## src/rtl/sseg_pkg.sv

```systemverilog
`timescale 1ns/1ps
// Shared glyph table, digit count and frame FSM state type for the
// seven-segment display decoder.
package sseg_pkg;

  localparam int unsigned NUM_DIGITS = 4;

  // Segment patterns, bit6=A .. bit0=G, 1=lit
  localparam logic [6:0] SEG_0 = 7'h7E;
  localparam logic [6:0] SEG_1 = 7'h30;
  localparam logic [6:0] SEG_2 = 7'h6D;
  localparam logic [6:0] SEG_3 = 7'h79;
  localparam logic [6:0] SEG_4 = 7'h33;
  localparam logic [6:0] SEG_5 = 7'h5B;
  localparam logic [6:0] SEG_6 = 7'h5F;
  localparam logic [6:0] SEG_7 = 7'h70;
  localparam logic [6:0] SEG_8 = 7'h7F;
  localparam logic [6:0] SEG_9 = 7'h73;
  localparam logic [6:0] SEG_A = 7'h77;
  localparam logic [6:0] SEG_B = 7'h1F;
  localparam logic [6:0] SEG_C = 7'h4E;
  localparam logic [6:0] SEG_D = 7'h3D;
  localparam logic [6:0] SEG_E = 7'h4F;
  localparam logic [6:0] SEG_F = 7'h47;

  typedef enum logic {
    ST_COLLECT = 1'b0,
    ST_PRESENT = 1'b1
  } state_e;

endpackage

```

## src/rtl/sseg_pattern_decode.sv

```systemverilog
`timescale 1ns/1ps
// Combinational glyph decoder: 7-bit segment pattern -> hex nibble.
// Unrecognised patterns decode to 0 with the invalid flag raised.
module sseg_pattern_decode
  import sseg_pkg::*;
(
  input  logic [6:0] pattern,
  output logic [3:0] nibble,
  output logic       invalid
);

  // Table lookup of the sixteen legal glyphs
  always_comb begin
    nibble  = '0;
    invalid = 1'b0;
    case (pattern)
      SEG_0:   nibble = 4'h0;
      SEG_1:   nibble = 4'h1;
      SEG_2:   nibble = 4'h2;
      SEG_3:   nibble = 4'h3;
      SEG_4:   nibble = 4'h4;
      SEG_5:   nibble = 4'h5;
      SEG_6:   nibble = 4'h6;
      SEG_7:   nibble = 4'h7;
      SEG_8:   nibble = 4'h8;
      SEG_9:   nibble = 4'h9;
      SEG_A:   nibble = 4'hA;
      SEG_B:   nibble = 4'hB;
      SEG_C:   nibble = 4'hC;
      SEG_D:   nibble = 4'hD;
      SEG_E:   nibble = 4'hE;
      SEG_F:   nibble = 4'hF;
      default: invalid = 1'b1;
    endcase
  end

endmodule

```

## src/rtl/sseg_decoder.sv

```systemverilog
`timescale 1ns/1ps
// Multiplexed seven-segment display snooper: synchronises the segment and
// digit-strobe lines, captures each digit once it has been stable long
// enough, and presents completed four-digit frames over valid/ready.
module sseg_decoder
  import sseg_pkg::*;
#(
  parameter int unsigned STABLE_CYCLES = 4
) (
  input  logic                    clk,
  input  logic                    rst,
  input  logic [6:0]              seg_in,
  input  logic                    sign_in,
  input  logic [NUM_DIGITS-1:0]   dig_sel,
  input  logic                    out_ready,
  output logic                    out_valid,
  output logic [4*NUM_DIGITS-1:0] value,
  output logic                    neg,
  output logic [NUM_DIGITS-1:0]   digit_err
);

  localparam int unsigned SW      = NUM_DIGITS + 8;
  localparam logic [7:0]  CAP_CNT = 8'(STABLE_CYCLES - 1);

  logic [SW-1:0] sync1_q, sync1_d;
  logic [SW-1:0] sync2_q, sync2_d;
  logic [SW-1:0] prev_q,  prev_d;
  logic [7:0]    cnt_q,   cnt_d;

  logic [4*NUM_DIGITS-1:0] wnib_q,  wnib_d;
  logic [NUM_DIGITS-1:0]   werr_q,  werr_d;
  logic [NUM_DIGITS-1:0]   wmask_q, wmask_d;
  logic                    wsign_q, wsign_d;

  logic [4*NUM_DIGITS-1:0] value_q, value_d;
  logic                    neg_q,   neg_d;
  logic [NUM_DIGITS-1:0]   err_q,   err_d;
  state_e                  state_q, state_d;

  logic                  capture;
  logic                  sel_onehot;
  logic [NUM_DIGITS-1:0] cap_sel;
  logic [6:0]            cap_seg;
  logic                  cap_sign;
  logic [3:0]            dec_nib;
  logic                  dec_inv;
  logic                  load;

  // prev_q holds the sample the stability count refers to, so captures
  // take their data from it rather than from the live synchroniser output.
  assign cap_sel  = prev_q[SW-1 -: NUM_DIGITS];
  assign cap_seg  = prev_q[7:1];
  assign cap_sign = prev_q[0];

  sseg_pattern_decode u_decode (
    .pattern (cap_seg),
    .nibble  (dec_nib),
    .invalid (dec_inv)
  );

  // Synchroniser, history register and saturating stability counter
  always_comb begin
    sync1_d    = {dig_sel, seg_in, sign_in};
    sync2_d    = sync1_q;
    prev_d     = sync2_q;
    cnt_d      = '0;
    if (sync2_q == prev_q) begin
      cnt_d = (cnt_q == 8'hFF) ? cnt_q : cnt_q + 8'd1;
    end
    capture    = (cnt_q == CAP_CNT);
    sel_onehot = (cap_sel != '0) && ((cap_sel & (cap_sel - 1'b1)) == '0);
  end

  // Frame FSM, output load and working-buffer capture
  always_comb begin
    state_d = state_q;
    value_d = value_q;
    neg_d   = neg_q;
    err_d   = err_q;
    wnib_d  = wnib_q;
    werr_d  = werr_q;
    wsign_d = wsign_q;
    load    = 1'b0;

    case (state_q)
      ST_COLLECT: begin
        if (wmask_q == '1) begin
          load    = 1'b1;
          state_d = ST_PRESENT;
        end
      end
      ST_PRESENT: begin
        if (out_ready) begin
          if (wmask_q == '1) load = 1'b1;
          else               state_d = ST_COLLECT;
        end
      end
      default: state_d = ST_COLLECT;
    endcase

    if (load) begin
      value_d = wnib_q;
      neg_d   = wsign_q;
      err_d   = werr_q;
    end

    // Clear first so a simultaneous capture lands in the fresh mask
    wmask_d = load ? '0 : wmask_q;

    if (capture && sel_onehot) begin
      for (int unsigned i = 0; i < NUM_DIGITS; i++) begin
        if (cap_sel[i]) begin
          wnib_d[4*i +: 4] = dec_nib;
          werr_d[i]        = dec_inv;
          wmask_d[i]       = 1'b1;
          if (i == NUM_DIGITS - 1) wsign_d = cap_sign;
        end
      end
    end
  end

  // State registers with asynchronous reset
  always_ff @(posedge clk or posedge rst) begin
    if (rst) begin
      sync1_q <= '0;
      sync2_q <= '0;
      prev_q  <= '0;
      cnt_q   <= '0;
      wnib_q  <= '0;
      werr_q  <= '0;
      wmask_q <= '0;
      wsign_q <= 1'b0;
      value_q <= '0;
      neg_q   <= 1'b0;
      err_q   <= '0;
      state_q <= ST_COLLECT;
    end else begin
      sync1_q <= sync1_d;
      sync2_q <= sync2_d;
      prev_q  <= prev_d;
      cnt_q   <= cnt_d;
      wnib_q  <= wnib_d;
      werr_q  <= werr_d;
      wmask_q <= wmask_d;
      wsign_q <= wsign_d;
      value_q <= value_d;
      neg_q   <= neg_d;
      err_q   <= err_d;
      state_q <= state_d;
    end
  end

  assign out_valid = (state_q == ST_PRESENT);
  assign value     = value_q;
  assign neg       = neg_q;
  assign digit_err = err_q;

endmodule

```

## config.mk

```make
export PLATFORM = sky130hd
export DESIGN_NAME = sseg_decoder
export DESIGN_NICKNAME = d
export VERILOG_FILES = /design/src/rtl/sseg_pkg.sv /design/src/rtl/sseg_pattern_decode.sv /design/src/rtl/sseg_decoder.sv
export SDC_FILE = /design/constraint.sdc
export NUM_CORES = 1
export LEC_CHECK = 0
export ABC_AREA = 0
export BUFFER_PORTS_ARGS = -buffer_cell sky130_fd_sc_hd__buf_4
export CAP_MARGIN = 20
export CORE_UTILIZATION = 35
export CTS_BUF_LIST = sky130_fd_sc_hd__clkbuf_8 sky130_fd_sc_hd__clkbuf_16
export CTS_CLUSTER_SIZE = 25
export DETAILED_ROUTE_END_ITERATION = 10
export MAX_ROUTING_LAYER = met4
export PLACE_DENSITY_LB_ADDON = 0.1
export SLEW_MARGIN = 20
export SYNTH_ARGS = -nofsm -noshare
export SYNTH_HDL_FRONTEND = slang
export SYNTH_SLANG_ARGS = --single-unit
```

## constraint.sdc

```tcl
create_clock -name clk -period 3.6 [get_ports clk]
set_input_delay 0.36 -clock clk [delete_from_list [all_inputs] [get_ports clk]]
set_output_delay 0.36 -clock clk [all_outputs]
set_load 0.01 [all_outputs]
```

==> results of run 1 <==
## power breakdown
group / total, uW / internal [uW] / switching, uW / leakage (uW)
combinational: 70.6 / 31.1 / 39.5 / 0.000747
sequential: 1070 / 1040 / 26.9 / 0.00118
clock: 758 / 396 / 362 / 0.000116
total: 1900 / 1470 / 428 / 0.00204
## critical path, stage by stage, from the launching register on
cell and delay, ps:
dfrtp_1 580, xor2_1 240, nor4_1 400, nand3_1 370
a311oi_1 300
## per-stage QoR
stage	utilization [%]	setup WS [ps]	cells
after floorplan	-	876	262
after global routing	42.8	1390	437
after global placement	40.5	1620	421
final	42.8	1610	437
after CTS	42.8	1580	437
after detailed placement	40.5	1600	421
## metal layers
layer  routed length, um  vias to the layer above
met4                  48                        0
met3                 251                        6
li1                    -                      998
met5                   0                        -
met2                2970                       50
met1                3100                     1036
## flip-flops by register name (all words and copies together) (netlist names), 8 cells and up
| signal | cells |
|---|---|
| prev_q | 12 |
| value | 16 |
| sync1_q | 12 |
| prev_d | 12 |
| wnib_q | 16 |
| cnt_q | 8 |
## placed cells by master (no fill, tap or decap), drive strengths merged, types with 8 or more instances in the layout
cell and count:
buf 39, clkbuf 9, dfrtp 91, inv 8
mux2 42, nand2 8, nand3 9, nor2 12
xor2 16
## cell families after synthesis
family,count (synthesis),synth area share [%]
buffers and inverters,19,2.71
adders and majority gates,1,0.343
DFF,91,62.4
and+or+nand+nor,63,10.3
muxes,43,13.4
AOI/OAI and AO/OA,26,6.18
xor gates and xnor gates,19,4.56
## layout make-up
| class | instances | area share, % |
|---|---|---|
| Multi-Input combinational cell | 152 | 29.9 |
| Timing Repair Buffer | 39 | 6.88 |
| Clock inverter | 7 | 2.32 |
| Tap cell | 133 | 3.91 |
| Sequential cell | 91 | 53.5 |
| Inverter | 6 | 0.558 |
| Clock buffer | 9 | 2.91 |
## worst paths after layout
check	slack, ps	start	endpoint	depth (start not counted)
max	1610	prev_q[4]	cnt_q[7]	4
max in group asynchronous	2540	rst	prev_q[0]	3
min reg2reg	350	sync1_q[3]	prev_d[3]	0
min in group asynchronous	110	rst	cnt_q[7]	2
max reg2reg	1610	prev_q[4]	cnt_q[7]	4
min	100	seg_in[4]	sync1_q[5]	1
==> impl_metrics.yaml, run 1 <==
status:
  status: "finished, final reports clean"
logic_synthesis:
  netlist_area_um2: 3650
  yosysSeqAreaShare_pct: 62.4
  synth_top_area_share_pct: 62.4
  yosysMostFrequentCell: "dfrtp_1"
  synth.distinct_cells: 48
  synth_edf_count: 0
  ys.flop_type: "dfrtp_1"
  syn-num-nets: 278
  synth-seq-cells: 91
  syn_inst: 262
  yosys-top-cells-count: "91 x dfrtp_1, 32 x mux2_2, 16 x xor2_1, 12 x nor2_1, 9 x nand3_1"
  yosysTopAreaCell: "dfrtp_1"
  synthArstFlopShare_pct: 100
  postSynthAreaPerCell_um2: 13.9
  yosys_warnings: 0
  synthTopCellsByArea: "dfrtp_1 62%, mux2_2 9.9%, xor2_1 3.8%, mux2_1 2.5%, nand3_1 1.2%"
worst_hold_path:
  worstHoldPathType: "primary input to flip-flop"
route:
  ant_nets: 0
  viasPerCell: 4.78
  num_vias: 2090
  drtPass1Iterations: 4
  routedWlPerCell_um: 14.6
  drc: 0
  drt_first_iter_violations: 159
  finalWirelength_um: 6370
clocking:
  numCtsBuffers: 9
  cts_root_buf: "clkbuf_8"
  htreeDepth: 3
  cts-resized-gates: 0
  clkSinkCount: 91
  clock_path_buffers: 2
  cts_tree: "yes"
  clock_latency_ps: 360
  cts_hold_buf: 0
  clk_pin_slew_ps: 100
  post-cts-setup-buffers: 0
timing:
  fmax_mhz: 501
  fin_crit_sh_pct: 55.4
  finalClockSkew_ps: 14.8
  setup_viol: 0
  tightest_slew_ps: 749
  rsz0062_at_grt: "no"
  slew_headroom_pct: 50.0
  min_period_ps: 1990
  worst_hold_slack_ps: 99.4
  slew_violations: 0
  hold_viol: 0
  setup_tns_ps: 0
grt:
  antenna_found_initial: 0
  grtUsageMet3_pct: 3.32
  grt_use_met2_pct: 19.1
  busiest_layer: "met2"
  grt_pass1_wl_um: 10800
  grt_util_met1_pct: 17.7
  grt.overflow.total: 0
  grt_max_degree: 43
  grt_usage_pct: 13.2
  grt_pass1_vias: 2056
cells_and_area:
  insertedDiodeCount: 0
  final_area_um2: 4260
  multi_input_comb_area_um2: 1270
  drive_gt1_share_pct: 31.3
  fill_cells: 924
  final_nets: 315
  regArea_um2: 2280
  syn_to_final_growth_pct: 16.7
critical_path:
  crit_type: "flip-flop to flip-flop"
  path_max_fanout: 15
  worstPathArrival_ps: 2250
  endpoint_kind: "flip-flop"
  crit_path_start_kind: "flip-flop"
  worstPathRequired_ps: 3850
die:
  start_util_pct: 36.6
  die_area_um2: 10800
  fp.dieH_um: 104
  io_pins: 37
  coreArea_um2: 9950
  row_count: 36
  die_w_um: 104
power:
  leakage_uw: 0.00204
  ir_drop_mv: 0.266
  power_per_cell_area_nw_per_um2: 446
  power_uw: 1900
placement:
  io_buffers: 36
  dpl.hpwl_um: 4270
  place_area_um2: 4040
  place_congestion: 0.763
run:
  cap_violations: 0
No activity file was read; power rests on OpenSTA's default activity.
==> inputs of run 2 (changes only) <==
Clock period 3.6 ns to 1.8 ns, I/O delays scaled along.
==> run 2 against run 1 <==
Effect of this change: critical path depth rose by 2; flip-flop and latch count did not move; clock skew fell by 3.3 ps; global-route usage rose by 0.10 points; largest cell class unchanged; routed wire length rose by 6.9%; via count rose by 10%; critical endpoint is now werr_q[3].
==> impl_metrics.yaml, run 2 (same netlist as run 1, synthesis figures left out) <==
status:
  status: "finished, final reports clean"
grt:
  antenna_found_initial: 0
  grt_max_degree: 92
  grt_pass1_wl_um: 11200
  grt_pass1_vias: 2230
  grt.overflow.total: 0
  grt_usage_pct: 13.3
critical_path:
  reg2reg_from: "cnt_q[6]"
  crit_end: "werr_q[3]"
  endpoint_kind: "flip-flop"
  worstReg2RegEnd: "werr_q[3]"
  ff2ff_setup_slack_ps: 30
  slowest_delay_ps: 400
  crit_type: "flip-flop to flip-flop"
  worstPathRequired_ps: 2030
  crit_start: "cnt_q[6]"
  crit_path_start_kind: "flip-flop"
  path_max_fanout: 4
  worstPathArrival_ps: 2000
  reg2regPathDepth: 6
  cp_cell_sequence: "nor4_2 > nand3_1 > nor2_2 > and4bb_2 > buf_6 > mux2_4"
  cp_slowest_cell: "dfrtp_1"
die:
  row_count: 36
  start_util_pct: 36.6
  fp.dieH_um: 104
  die_area_um2: 10800
  die_w_um: 104
  io_pins: 37
  coreArea_um2: 9950
power:
  pwr-share-seq_pct: 56.7
  ir_drop_mv: 0.537
  power_per_cell_area_nw_per_um2: 758
  intPower_uw: 2870
  p_switching_uw: 879
  leakage_uw: 0.00235
  pwr-share-clk_pct: 36.3
  power_uw: 3750
  p_comb_share_pct: 7.1
  switching_share_pct: 23.5
timing:
  hold_viol: 0
  slew_headroom_pct: 69.3
  slew_violations: 0
  finalClockSkew_ps: 11.5
  tightest_slew_ps: 460
  setup_tns_ps: 0
  min_period_ps: 1770
  fin_crit_sh_pct: 98.3
  setup_viol: 0
  worst_hold_slack_ps: 35.7
  fmax_mhz: 565
  rsz0062_at_grt: "yes"
cells_and_area:
  fill_cells: 876
  post-route-util_pct: 49.6
  layout_commonest_cell: "dfrtp_1"
  drive_gt1_share_pct: 46.2
  final_nets: 377
  insertedDiodeCount: 0
  final_cell_mix: "84 x dfrtp_1, 74 x buf_4, 25 x mux2_2, 15 x xor2_1"
  syn_to_final_growth_pct: 35.4
route:
  ant_nets: 0
  num_vias: 2301
  routedWlPerCell_um: 13.7
  drt_first_iter_violations: 47
  drtPass1Iterations: 4
  drc: 0
  finalWirelength_um: 6810
  viasPerCell: 4.61
placement:
  io_buffers: 36
  dpl.hpwl_um: 4270
  place_congestion: 0.803
clocking:
  clk_pin_slew_ps: 80
  numCtsBuffers: 9
  clkSinkCount: 91
  htreeDepth: 3
  clock_path_buffers: 2
  cts_root_buf: "clkbuf_8"
  cts_tree: "yes"
  clock_latency_ps: 350
worst_hold_path:
  worstHoldPathType: "primary input to flip-flop"
run:
  cap_violations: 0
## run 2: worst min-delay path by stage
stage	start	to	slack [ps]	cells after the start
6_report	out_ready	out_valid	40	2
5_1_grt	out_ready	out_valid	20	2
4_1_cts	out_ready	out_valid	10	2
3_5_place_dp	seg_in[5]	sync1_q[6]	290	1
3_3_place_gp	seg_in[2]	sync1_q[3]	290	1
2_1_floorplan	sign_in	sync1_q[0]	210	0
## run 2: power by group through the flow
stage / Clock, uW / Sequential, uW / Combinational, uW
finish: 1360 / 2120 / 264
global route: 1490 / 2130 / 291
CTS: 1420 / 2130 / 217
detailed placement: 0 / 2170 / 194
global placement: 0 / 2170 / 194
floorplan: 0 / 2150 / 124
## run 2: cell type report
type | count | area [um2] | area share (%)
well taps | 133 | 166 | 3.37
multi-input cells | 152 | 1400 | 28.2
inverters | 6 | 26.3 | 0.532
flip-flops and latches | 91 | 2290 | 46.3
repair buffers | 101 | 872 | 17.7
clock inverters | 7 | 70.1 | 1.42
clock buffers | 9 | 124 | 2.51
## run 2: worst max-delay path, delay by kind of cell (launching register included)
| family | cells | cell delay [ps] |
|---|---|---|
| and+or+nand+nor | 4 | 840 |
| DFF | 1 | 400 |
| muxes | 1 | 290 |
| buffers and inverters | 1 | 130 |
## run 2: per-layer routing
metal / track usage, % / wire, um / vias to the layer above
met5: - / 0 / -
li1: - / - / 1127
met1: 17.5 / 3320 / 1134
met4: 3.98 / 63 / 0
met2: 20.5 / 3250 / 34
met3: 3.32 / 179 / 6
## run 2: repair_timing
item,in CTS,in global routing
setup endpoints to repair,9,26
hold endpoints to repair,103,0
buffers inserted,0,15
pin swaps,0,10
hold buffers,13,0
resized for setup,6,47
## run 2: per-stage QoR
step / area (um2) / instances / setup WS, ps
3_5_place_dp: 4330 / 455 / -21.5
5_1_grt: 4940 / 499 / -108
3_3_place_gp: 4330 / 455 / -24.7
4_1_cts: 4660 / 484 / 4.99
2_1_floorplan: 3650 / 262 / 109
6_report: 4940 / 499 / 31.1
